--- config.mk ---
export PLATFORM = sky130hd
export DESIGN_NAME = seg_scroll_ctrl
export DESIGN_NICKNAME = d
export VERILOG_FILES = /design/src/rtl/seg_pkg.sv /design/src/rtl/seg_scroll_ctrl_step_timer.sv /design/src/rtl/seg_scroll_ctrl.sv
export SDC_FILE = /design/constraint.sdc
export NUM_CORES = 1
export LEC_CHECK = 0
export ABC_AREA = 1
export CAP_MARGIN = 10
export CORE_MARGIN = 5
export CORE_UTILIZATION = 35
export CTS_CLUSTER_DIAMETER = 80
export CTS_CLUSTER_SIZE = 20
export DETAILED_ROUTE_END_ITERATION = 10
export PLACE_DENSITY_LB_ADDON = 0.05
export SKIP_CTS_REPAIR_TIMING = 1
export SYNTH_ARGS = -nofsm -noshare
export SYNTH_HDL_FRONTEND = slang
export SYNTH_SLANG_ARGS = --single-unit
--- constraint.sdc ---
create_clock -name clk -period 9.7 [get_ports clk]
set_clock_uncertainty 0.1 [all_clocks]
set_input_delay 2.425 -clock clk [delete_from_list [all_inputs] [get_ports clk]]
set_output_delay 2.425 -clock clk [all_outputs]
set_load 0.01 [all_outputs]
--- src/rtl/seg_pkg.sv ---
// Shared definitions for the seven-segment scroll path.
// Digit entries are {dot, nibble}; every nibble code is a glyph (no blank code).
package seg_pkg;

  localparam logic [0:0] ST_IDLE   = 1'b0;
  localparam logic [0:0] ST_SCROLL = 1'b1;

  localparam int SEG_ENTRY_W = 5;
  localparam int SEG_NIB_LSB = 0;
  localparam int SEG_NIB_W   = 4;
  localparam int SEG_DOT_BIT = 4;

  typedef logic [SEG_ENTRY_W-1:0] seg_entry_t;

  function automatic seg_entry_t seg_pack(
    input logic       dot,
    input logic [3:0] nib
  );
    return {dot, nib};
  endfunction

  function automatic logic [3:0] seg_nib(input seg_entry_t e);
    return e[SEG_NIB_LSB +: SEG_NIB_W];
  endfunction

  function automatic logic seg_dot(input seg_entry_t e);
    return e[SEG_DOT_BIT];
  endfunction

endpackage

--- src/rtl/seg_scroll_ctrl_step_timer.sv ---
// Free-running step divider: counts 0..STEP_CYCLES-1 while enabled,
// emitting a one-cycle tick on the terminal count.
module seg_step_timer #(
  parameter int STEP_CYCLES = 50_000_000
) (
  input  logic clk,
  input  logic rst,
  input  logic en_i,
  input  logic clr_i,
  output logic tick_o
);

  localparam int CW = (STEP_CYCLES > 1) ? $clog2(STEP_CYCLES) : 1;
  localparam logic [CW-1:0] LAST = CW'(STEP_CYCLES - 1);

  logic [CW-1:0] cnt_q, cnt_d;

  assign tick_o = en_i && !clr_i && (cnt_q == LAST);

  always_comb begin
    cnt_d = cnt_q;
    if (clr_i || tick_o) cnt_d = '0;
    else if (en_i) cnt_d = cnt_q + 1'b1;
  end

  always_ff @(posedge clk or posedge rst) begin
    if (rst) cnt_q <= '0;
    else cnt_q <= cnt_d;
  end

endmodule

--- src/rtl/seg_scroll_ctrl.sv ---
// Message sequencer scrolling a 4-digit window over a loaded hex message.
// Optional SEG_SCROLL_PAUSE_EN adds a pause input that freezes stepping.
module seg_scroll_ctrl
  import seg_pkg::*;
#(
  parameter int DEPTH       = 16,
  parameter int STEP_CYCLES = 50_000_000
) (
  input  logic       clk,
  input  logic       rst,
  input  logic       wr_valid,
  output logic       wr_ready,
  input  logic [3:0] wr_nibble,
  input  logic       wr_dot,
  input  logic       wr_last,
  input  logic       loop,
  input  logic       stop,
`ifdef SEG_SCROLL_PAUSE_EN
  input  logic       pause,
`endif
  output logic       busy,
  output logic       done,
  output logic [3:0] val3,
  output logic [3:0] val2,
  output logic [3:0] val1,
  output logic [3:0] val0,
  output logic       dot3,
  output logic       dot2,
  output logic       dot1,
  output logic       dot0
);

  localparam int PW = $clog2(DEPTH);
  localparam int LW = PW + 1;

  typedef logic [PW-1:0] ptr_t;
  typedef logic [LW-1:0] len_t;

  logic [0:0] state_q, state_d;
  len_t       len_q, len_d;
  ptr_t       wr_ptr_q, wr_ptr_d;
  ptr_t       p_q [4];
  ptr_t       p_d [4];
  logic       fin_q, fin_d;
  logic       done_q, done_d;
  logic       loop_q, rdy_q, enter;
  logic [3:0] val_q [4];
  logic [3:0] dot_q;
  seg_entry_t buf_q [DEPTH];

  logic scroll, run, tick, adv, beat, full;

  // k mod n for k<=3 with small n, by repeated conditional subtract
  function automatic ptr_t wrap_k(input len_t k, input len_t n);
    len_t x;
    x = k;
    for (int i = 0; i < 3; i++)
      if (x >= n) x = x - n;
    return x[PW-1:0];
  endfunction

  assign scroll = (state_q == ST_SCROLL);
`ifdef SEG_SCROLL_PAUSE_EN
  assign run = scroll && !pause;
`else
  assign run = scroll;
`endif
  assign adv  = tick && !stop;
  assign beat = wr_valid && rdy_q && !scroll;
  assign full = (wr_ptr_q == ptr_t'(DEPTH - 1));

  seg_step_timer #(
    .STEP_CYCLES(STEP_CYCLES)
  ) u_timer (
    .clk   (clk),
    .rst   (rst),
    .en_i  (run),
    .clr_i (!scroll),
    .tick_o(tick)
  );

  always_comb begin
    state_d  = state_q;
    len_d    = len_q;
    wr_ptr_d = wr_ptr_q;
    p_d      = p_q;
    fin_d    = fin_q;
    done_d   = 1'b0;
    enter    = 1'b0;
    unique case (state_q)
      ST_IDLE: begin
        if (beat) begin
          wr_ptr_d = wr_ptr_q + 1'b1;
          len_d    = {1'b0, wr_ptr_q} + 1'b1;
          if (wr_last || full) begin
            enter    = 1'b1;
            state_d  = ST_SCROLL;
            wr_ptr_d = '0;
            fin_d    = 1'b0;
            p_d[3]   = '0;
            p_d[2]   = wrap_k(LW'(1), len_d);
            p_d[1]   = wrap_k(LW'(2), len_d);
            p_d[0]   = wrap_k(LW'(3), len_d);
          end
        end
      end
      default: begin
        if (stop) begin
          state_d  = ST_IDLE;
          len_d    = '0;
          wr_ptr_d = '0;
          fin_d    = 1'b0;
        end else if (fin_q) begin
          // one extra SCROLL cycle lets the window show the home position
          state_d = ST_IDLE;
          done_d  = 1'b1;
          len_d   = '0;
          fin_d   = 1'b0;
        end else if (adv) begin
          for (int k = 0; k < 4; k++)
            p_d[k] = ({1'b0, p_q[k]} == len_q - 1'b1) ? '0 : p_q[k] + 1'b1;
          if (({1'b0, p_q[3]} == len_q - 1'b1) && !loop_q)
            fin_d = 1'b1;
        end
      end
    endcase
  end

  always_ff @(posedge clk or posedge rst) begin
    if (rst) begin
      state_q  <= ST_IDLE;
      len_q    <= '0;
      wr_ptr_q <= '0;
      fin_q    <= 1'b0;
      done_q   <= 1'b0;
      loop_q   <= 1'b0;
      rdy_q    <= 1'b0;
      for (int k = 0; k < 4; k++) p_q[k] <= '0;
    end else begin
      state_q  <= state_d;
      len_q    <= len_d;
      wr_ptr_q <= wr_ptr_d;
      fin_q    <= fin_d;
      done_q   <= done_d;
      rdy_q    <= (state_d == ST_IDLE);
      p_q      <= p_d;
      if (enter) loop_q <= loop;
    end
  end

  always_ff @(posedge clk) begin
    if (beat) buf_q[wr_ptr_q] <= seg_pack(wr_dot, wr_nibble);
  end

  always_ff @(posedge clk or posedge rst) begin
    if (rst) begin
      for (int k = 0; k < 4; k++) val_q[k] <= '0;
      dot_q <= '0;
    end else if (scroll && !stop) begin
      for (int k = 0; k < 4; k++) begin
        val_q[k] <= seg_nib(buf_q[p_q[k]]);
        dot_q[k] <= seg_dot(buf_q[p_q[k]]);
      end
    end
  end

  assign wr_ready = rdy_q;
  assign busy     = scroll;
  assign done     = done_q;
  assign val3     = val_q[3];
  assign val2     = val_q[2];
  assign val1     = val_q[1];
  assign val0     = val_q[0];
  assign dot3     = dot_q[3];
  assign dot2     = dot_q[2];
  assign dot1     = dot_q[1];
  assign dot0     = dot_q[0];

endmodule
Yosys cells after proc, flatten, opt, wreduce, memory -nomap -nowiden
Memory sizes are Yosys's and may differ from the RTL's. A register that Yosys moved wholly into a read port is not among the register bits.
Cells that the tools add are included.
{"block": "classes", "add_sub_neg": 17, "magnitude_cmp": 9, "n_eq_ne": 11, "muxes": 65, "bitwise_logic": 1, "n_reduce_logical": 18}
{"operator": "2-to-1 mux 5 bit", "count": 28}
{"operator": "2-to-1 mux 16 bit", "count": 6}
{"operator": "2-to-1 mux 26 bit", "count": 2}
{"operator": "2-to-1 mux 4 bit", "count": 11}
{"operator": "greater-or-equal comparator 5 bit", "count": 6}
{"operator": "adder 26 x 1 -> 26 bit (second input constant)", "count": 1}
{"operator": "== test 26 bit (second input constant)", "count": 1}
{"operator": "adder 4 x 1 -> 4 bit (second input constant)", "count": 5}
{"operator": "== test 4 x 5 -> 1 bit", "count": 4}
{"operator": "2-to-1 mux 1 bit", "count": 18}
{"operator": "subtractor 5 bit", "count": 3}
{"operator": "subtractor 4 bit", "count": 3}
{"operator": "greater-or-equal comparator 2 x 5 -> 1 bit (first input constant)", "count": 2}
{"operator": "subtractor 2 x 5 -> 5 bit (first input constant)", "count": 2}
{"operator": "logical AND 1 bit", "count": 6}
{"operator": "!= test 2 bit (second input constant)", "count": 3}
{"operator": "AND reduction 2 bit", "count": 3}
{"operator": "nonzero test 2 bit", "count": 3}
{"operator": "adder 4 x 1 -> 5 bit (second input constant)", "count": 1}
{"operator": "greater-or-equal comparator 1 x 5 -> 1 bit (first input constant)", "count": 1}
{"operator": "AND reduction 5 bit", "count": 1}
{"operator": "subtractor 1 x 5 -> 5 bit (first input constant)", "count": 1}
{"operator": "subtractor 5 x 1 -> 5 bit (second input constant)", "count": 1}
{"operator": "== test 4 bit (second input constant)", "count": 1}
{"operator": "5 further kinds", "count": 8}
{"block": "totals", "register_bits": 56, "mem_bits_rw": 80, "in_bits": 11, "output_inout_bits": 23, "word_cells": 134, "n_memories": 1}
{"name": "buf_q", "depth": 16, "width": 5, "read_ports": 4, "rd_clocked_by_memory_dff": 4, "wr": 1, "line_no": "seg_scroll_ctrl.sv:49", "source": "seg_entry_t buf_q [DEPTH];"}

Logic depth before layout (Yosys ltp)
{"block": "depth", "ltp_word": 16, "ltp_mapped": 29, "mapped_depth_nobuf": 27}

Cells and area by module
Synthesis repeated with hierarchy kept, for this count alone.
{"block": "unflattened", "cells_unflattened": 1476, "area_unflattened_um2": 10958.0}
{"mod": "seg_scroll_ctrl", "instances": 1, "cells_per_inst": 1187, "area_per_inst_um2": 9056.2, "seq_area_each_um2": 3653.5}
{"mod": "seg_step_timer", "instances": 1, "cells_per_inst": 289, "area_per_inst_um2": 1901.8, "seq_area_each_um2": 650.6}

Worst setup path before layout
OpenSTA, ideal clock, no wires.
{"block": "synth_path", "kind": "register to register", "startpoint": "register wr_ptr_q[0]", "endpoint": "register p_q[10] (netlist name)", "setup_time_ps": 77, "t_arrival_ps": 4000, "required_ps": 9523, "path_slack_ps": 5523, "path_stages_with_launch": 28, "path_buffers": 2, "synth_period_minus_slack_ps": 4177, "cell_sequence": "dfrtp_1 > buf_2 > inv_2 > ha_1 > inv_1 > buf_2 > ha_1 > inv_1 > nand2_1 > nand3_2 > nand2_4 > inv_4 > o21ai_2 > nor2_1 > nand3_2 > nand3_2 > nand3_1 > nand2_1 > ha_1 > a21oi_1 > nand2_1 > a21oi_1 > nand2_1 > a21oi_1 > inv_1 > a21oi_1 > nand2_1 > a21oi_1"}
{"block": "synth_between", "elab_chain_cells": 16, "word_cells_on_any_way": 23, "cone_classes": "4 x add/sub; 3 x order compare; 1 x eq/ne; 12 x mux; 3 x reduce/logical"}
{"item": "start, declared", "line_no": "seg_scroll_ctrl.sv:41", "source": "ptr_t wr_ptr_q, wr_ptr_d;"}
{"item": "start signal, assigned", "line_no": "seg_scroll_ctrl.sv:142", "source": "wr_ptr_q <= wr_ptr_d;"}
{"item": "adder 4 x 1 -> 5 bit", "line_no": "seg_scroll_ctrl.sv:94", "source": "len_d = {1'b0, wr_ptr_q} + 1'b1;"}
{"item": "subtractor 2 x 5 -> 5 bit / greater-or-equal comparator 2 x 5 -> 1 bit (equally long branches)", "line_no": "seg_scroll_ctrl.sv:58", "source": "if (x >= n) x = x - n;"}
{"item": "2-to-1 mux 5 bit", "line_no": "seg_scroll_ctrl.sv:58"}
{"item": "2-to-1 mux 5 bit", "line_no": "seg_scroll_ctrl.sv:95", "source": "if (wr_last || full) begin"}
{"item": "2-to-1 mux 5 bit", "line_no": "seg_scroll_ctrl.sv:92", "source": "if (beat) begin"}
{"item": "2-to-1 mux 5 bit", "line_no": "seg_scroll_ctrl.sv:90", "source": "unique case (state_q)"}
{"item": "subtractor 5 bit / greater-or-equal comparator 5 bit (equally long branches)", "line_no": "seg_scroll_ctrl.sv:58"}
{"item": "2-to-1 mux 5 bit", "line_no": "seg_scroll_ctrl.sv:58"}
{"item": "2-to-1 mux 5 bit", "line_no": "seg_scroll_ctrl.sv:95"}
{"item": "2-to-1 mux 5 bit", "line_no": "seg_scroll_ctrl.sv:92"}
{"item": "2-to-1 mux 5 bit", "line_no": "seg_scroll_ctrl.sv:90"}
{"item": "subtractor 4 bit / greater-or-equal comparator 5 bit (equally long branches)", "line_no": "seg_scroll_ctrl.sv:58"}
{"item": "2-to-1 mux 4 bit", "line_no": "seg_scroll_ctrl.sv:58"}
{"item": "2-to-1 mux 16 bit", "line_no": "seg_scroll_ctrl.sv:95"}
{"item": "2-to-1 mux 16 bit", "line_no": "seg_scroll_ctrl.sv:92"}
{"item": "2-to-1 mux 16 bit", "line_no": "seg_scroll_ctrl.sv:90"}
{"item": "end signal, assigned", "line_no": "seg_scroll_ctrl.sv:146", "source": "p_q <= p_d;"}
{"item": "end, declared", "line_no": "seg_scroll_ctrl.sv:42", "source": "ptr_t p_q [4];"}
Several ways; a longest one is shown, not always the timed one. The select of a mux whose other input is x is not followed.
A chain may end at the register's enable or synchronous reset.

Final worst setup path
Ends and elaborated chain as after synthesis.

==> impl_metrics.py <==
metrics = {
    "sta": {
        "timing.final.crit_share": 0.5452,
        "fin_ws_ns": 4.412,
        "timing.fmax_mhz": 189.1,
        "layout_min_cycle_time_ns": 5.288,
        "drv_slew": 0,
        "setup_viol": 0,
        "whs_ns": 0.3584,
        "tightest_slew_ns": 0.9602,
        "fin_tns_setup_ns": 0,
        "rsz0062_at_grt": "no",
        "slew_headroom": 0.3599,
        "hold_viol_final": 0,
    },
    "route": {
        "viasPerCell": 5.607,
        "drt_iter0_drc": 1035,
        "dr_total_vias": 9683,
        "drc": 0,
        "drtAntennaViolNets": 0,
        "drt_pass1_iterations": 6,
        "avgRoutedWirePerCell_um": 21.65,
        "drt_wl_total_um": 37400,
    },
    "cts": {
        "numCtsBuffers": 17,
        "clock_latency_ns": 0.44,
        "cts_tree": "done",
        "clk_pin_slew_worst_paths_ns": 0.07,
        "h-tree-depth": 4,
        "cts.sinks": 156,
        "cts_buffer_depth": 2,
        "cts_root_buffer": "clkbuf_16",
    },
    "synthesis": {
        "yosys_warnings": 0,
        "syn_area_mm2": 0.01036,
        "synth_seq_area_share": 0.4156,
        "synth_fp_nets": 1369,
        "synth_cells": 1327,
        "ys.flop_type": "edfxtp_1",
        "syn_area_per_cell_um2": 7.804,
        "synth-edff-count": 80,
        "synth_area_leaders": "edfxtp_1 23%, dfrtp_1 18%, o21ai_0 13%, a21oi_1 9.6%, nand2_1 5.2%",
        "synth_top_area_cell": "edfxtp_1",
        "async_reset_ff_frac": 0.4872,
        "ys_ff_latch": 156,
        "synth_top_area_share": 0.2320,
        "synth_cell_types": 49,
    },
    "worst_setup_path": {
        "timing.rr.end": "p_q[10]$_DFFE_PP0P_",
        "cp_num_buf_inv": 5,
        "setup.worst_path.end": "p_q[10]$_DFFE_PP0P_",
        "critPathArrivalTime_ns": 5.56,
        "cp.depth": 25,
        "rrSetupSlack_ns": 4.41,
        "worstSetupStartpointType": "flop",
        "max_stage_delay_ns": 0.67,
        "reg2regPathDepth": 25,
        "required_ns": 9.97,
        "critical_path.slowest_cell": "ha_1",
        "cp_top_family": "adder cells",
        "worst_r2r_startpoint": "wr_ptr_q[0]$_DFFE_PP0P_",
        "path_class": "flop to flop",
        "crit_path_start": "wr_ptr_q[0]$_DFFE_PP0P_",
        "critical_path.endpoint_type": "flop",
        "critPathMaxFanout": 15,
    },
    "placement": {
        "dp.cells": 1695,
        "port_buffers": 33,
        "dp_slack_ns": 4.119,
        "gp_congestion": 0.8623,
        "detailed_place_hpwl_um": 24730,
    },
    "global_route": {
        "grt.overflow.total": 0,
        "antenna_found_initial": 0,
        "grt_pass1_vias": 9113,
        "grt_usage": 0.2263,
        "grt_start_max_net_pins": 60,
        "grt_pass1_wl_um": 57350,
    },
    "floorplan": {
        "die_y_um": 182.0,
        "fp-row-count": 63,
        "start_util": 0.3522,
        "fp.dieArea_mm2": 0.03313,
        "fp.coreArea_mm2": 0.02940,
        "dieWidth_um": 182.0,
        "ioPinCount": 34,
    },
    "power": {
        "p_sw_mw": 2.081,
        "power_mw": 4.147,
        "switching_share": 0.5017,
        "pwr-share-clk": 0.166,
        "p_int_mw": 2.066,
        "pwr-share-seq": 0.213,
        "vdd_ir_drop_max_mv": 0.2604,
        "p_per_area_mw_per_mm2": 357.1,
        "leakage_nw": 4.709,
        "pwr-share-comb": 0.621,
    },
    "finish": {
        "nets": 1366,
        "drive_gt1_frac": 0.07031,
        "antenna_cells": 0,
        "final_common_cell": "o21ai_0",
        "layout_common_cells": "270 x o21ai_0, 199 x a21oi_1, 144 x nand2_1",
        "areaGrowthSynthToFinish_pct": 12.13,
        "fin_cells": 1727,
    },
    "worst_hold_path": {
        "hold_path.class": "flop to flop",
        "min_delay_path_depth": 1,
    },
    "run_status": {
        "status": "finished clean",
    },
    "run": {
        "max_cap_violations": 0,
    },
}
==> worst min path at each step <==
stage / start / to / slack [ns]
3_3_place_gp: u_timer.cnt_q[0]$_DFFE_PP0P_ / u_timer.cnt_q[0]$_DFFE_PP0P_ / 0.36
2_1_floorplan: loop_q$_DFFE_PP0P_ / fin_q$_DFFE_PP0P_ / 0.33
5_1_grt: u_timer.cnt_q[0]$_DFFE_PP0P_ / u_timer.cnt_q[0]$_DFFE_PP0P_ / 0.38
6_report: loop_q$_DFFE_PP0P_ / fin_q$_DFFE_PP0P_ / 0.36
3_5_place_dp: u_timer.cnt_q[0]$_DFFE_PP0P_ / u_timer.cnt_q[0]$_DFFE_PP0P_ / 0.35
4_1_cts: loop_q$_DFFE_PP0P_ / fin_q$_DFFE_PP0P_ / 0.36
==> worst register-to-register path, stage by stage, from the launching register on <==
cell and delay (ns):
dfrtp_1 0.55, inv_2 0.22, ha_1 0.67, inv_1 0.43, ha_1 0.40, inv_1 0.14
nand2_1 0.11, nand3_2 0.10, nand2_4 0.09, inv_4 0.12, o21ai_2 0.07, nor2_1 0.20
nand3_2 0.16, nand3_2 0.15, nand3_1 0.10, nand2_1 0.07, ha_1 0.26, a21oi_1 0.14
nand2_1 0.09, a21oi_1 0.13, nand2_1 0.06, a21oi_1 0.35, inv_1 0.15, a21oi_1 0.15
nand2_1 0.08, a21oi_1 0.12
==> metrics by stage <==
| step | util | instance area, µm² |
|---|---|---|
| after global placement | 0.3746 | 11010 |
| after detailed placement | 0.3746 | 11010 |
| after global routing | 0.3950 | 11610 |
| final | 0.3950 | 11610 |
| after CTS | 0.3950 | 11610 |
| after floorplan | - | 10360 |
==> cells in the mapped netlist (2+ instances only) <==
cell type / count
o21a_1: 3
xnor2_1: 7
a22o_1: 20
nor3_2: 2
nor2_1: 73
inv_1: 128
ha_1: 29
nand3_1: 62
nand4_2: 2
nand3_2: 7
edfxtp_1: 80
xor2_1: 25
nand2_2: 9
buf_2: 7
nand2_4: 2
nand4_1: 21
a21oi_1: 199
buf_1: 5
nor2_2: 5
fa_1: 2
clkbuf_1: 57
and3_1: 2
nor3_1: 22
o21ai_1: 7
a21oi_2: 2
o32ai_1: 2
dfrtp_1: 76
clkinv_1: 7
o22ai_1: 2
o21ai_2: 5
inv_2: 4
nand2_1: 144
a31oi_1: 24
o21ai_0: 270
==> power groups by stage <==
stage | clock network, mW | logic [mW] | registers, mW
after detailed placement | 0 | 2.54 | 0.894
final | 0.687 | 2.58 | 0.883
after global placement | 0 | 2.56 | 0.893
after global routing | 0.731 | 2.91 | 0.893
after floorplan | 0 | 1.83 | 0.877
after CTS | 0.704 | 2.56 | 0.880
==> cell type report <==
cell class                 instances  area, µm²
tap                              390      488.0
timing repair buffer              49      450.4
clock inverter                    14      158.9
inverter                         140      529.3
multi-input combinational        960       5243
fill                            3018      17790
sequential                       156       4304
clock buffer                      18      439.2
==> cell families after synthesis <==
kind of cell / Yosys count / share of synthesized area
AOI/OAI and AO/OA: 538 / 0.2759
and+or+nand+nor: 358 / 0.1612
buffers and inverters: 211 / 0.07865
DFF: 156 / 0.4156
xor gates and xnor gates: 33 / 0.02972
adders and majority gates: 31 / 0.03890
==> sequential cells by signal, indices dropped and copies added (netlist names), 4 cells and up <==
register / count
val1: 4
dot_q: 4
val3: 4
len_q: 5
val0: 4
val2: 4
wr_ptr_q: 4
u_timer.cnt_q: 26
buf_q: 80
p_q: 16
==> metal layers <==
metal  wire (µm)  global-route usage
met1       17180              0.3257
met2       16710              0.3480
met3        2636             0.03986
met4         875             0.06845
met5           0                   0
(Power assumes the default switching activity.)
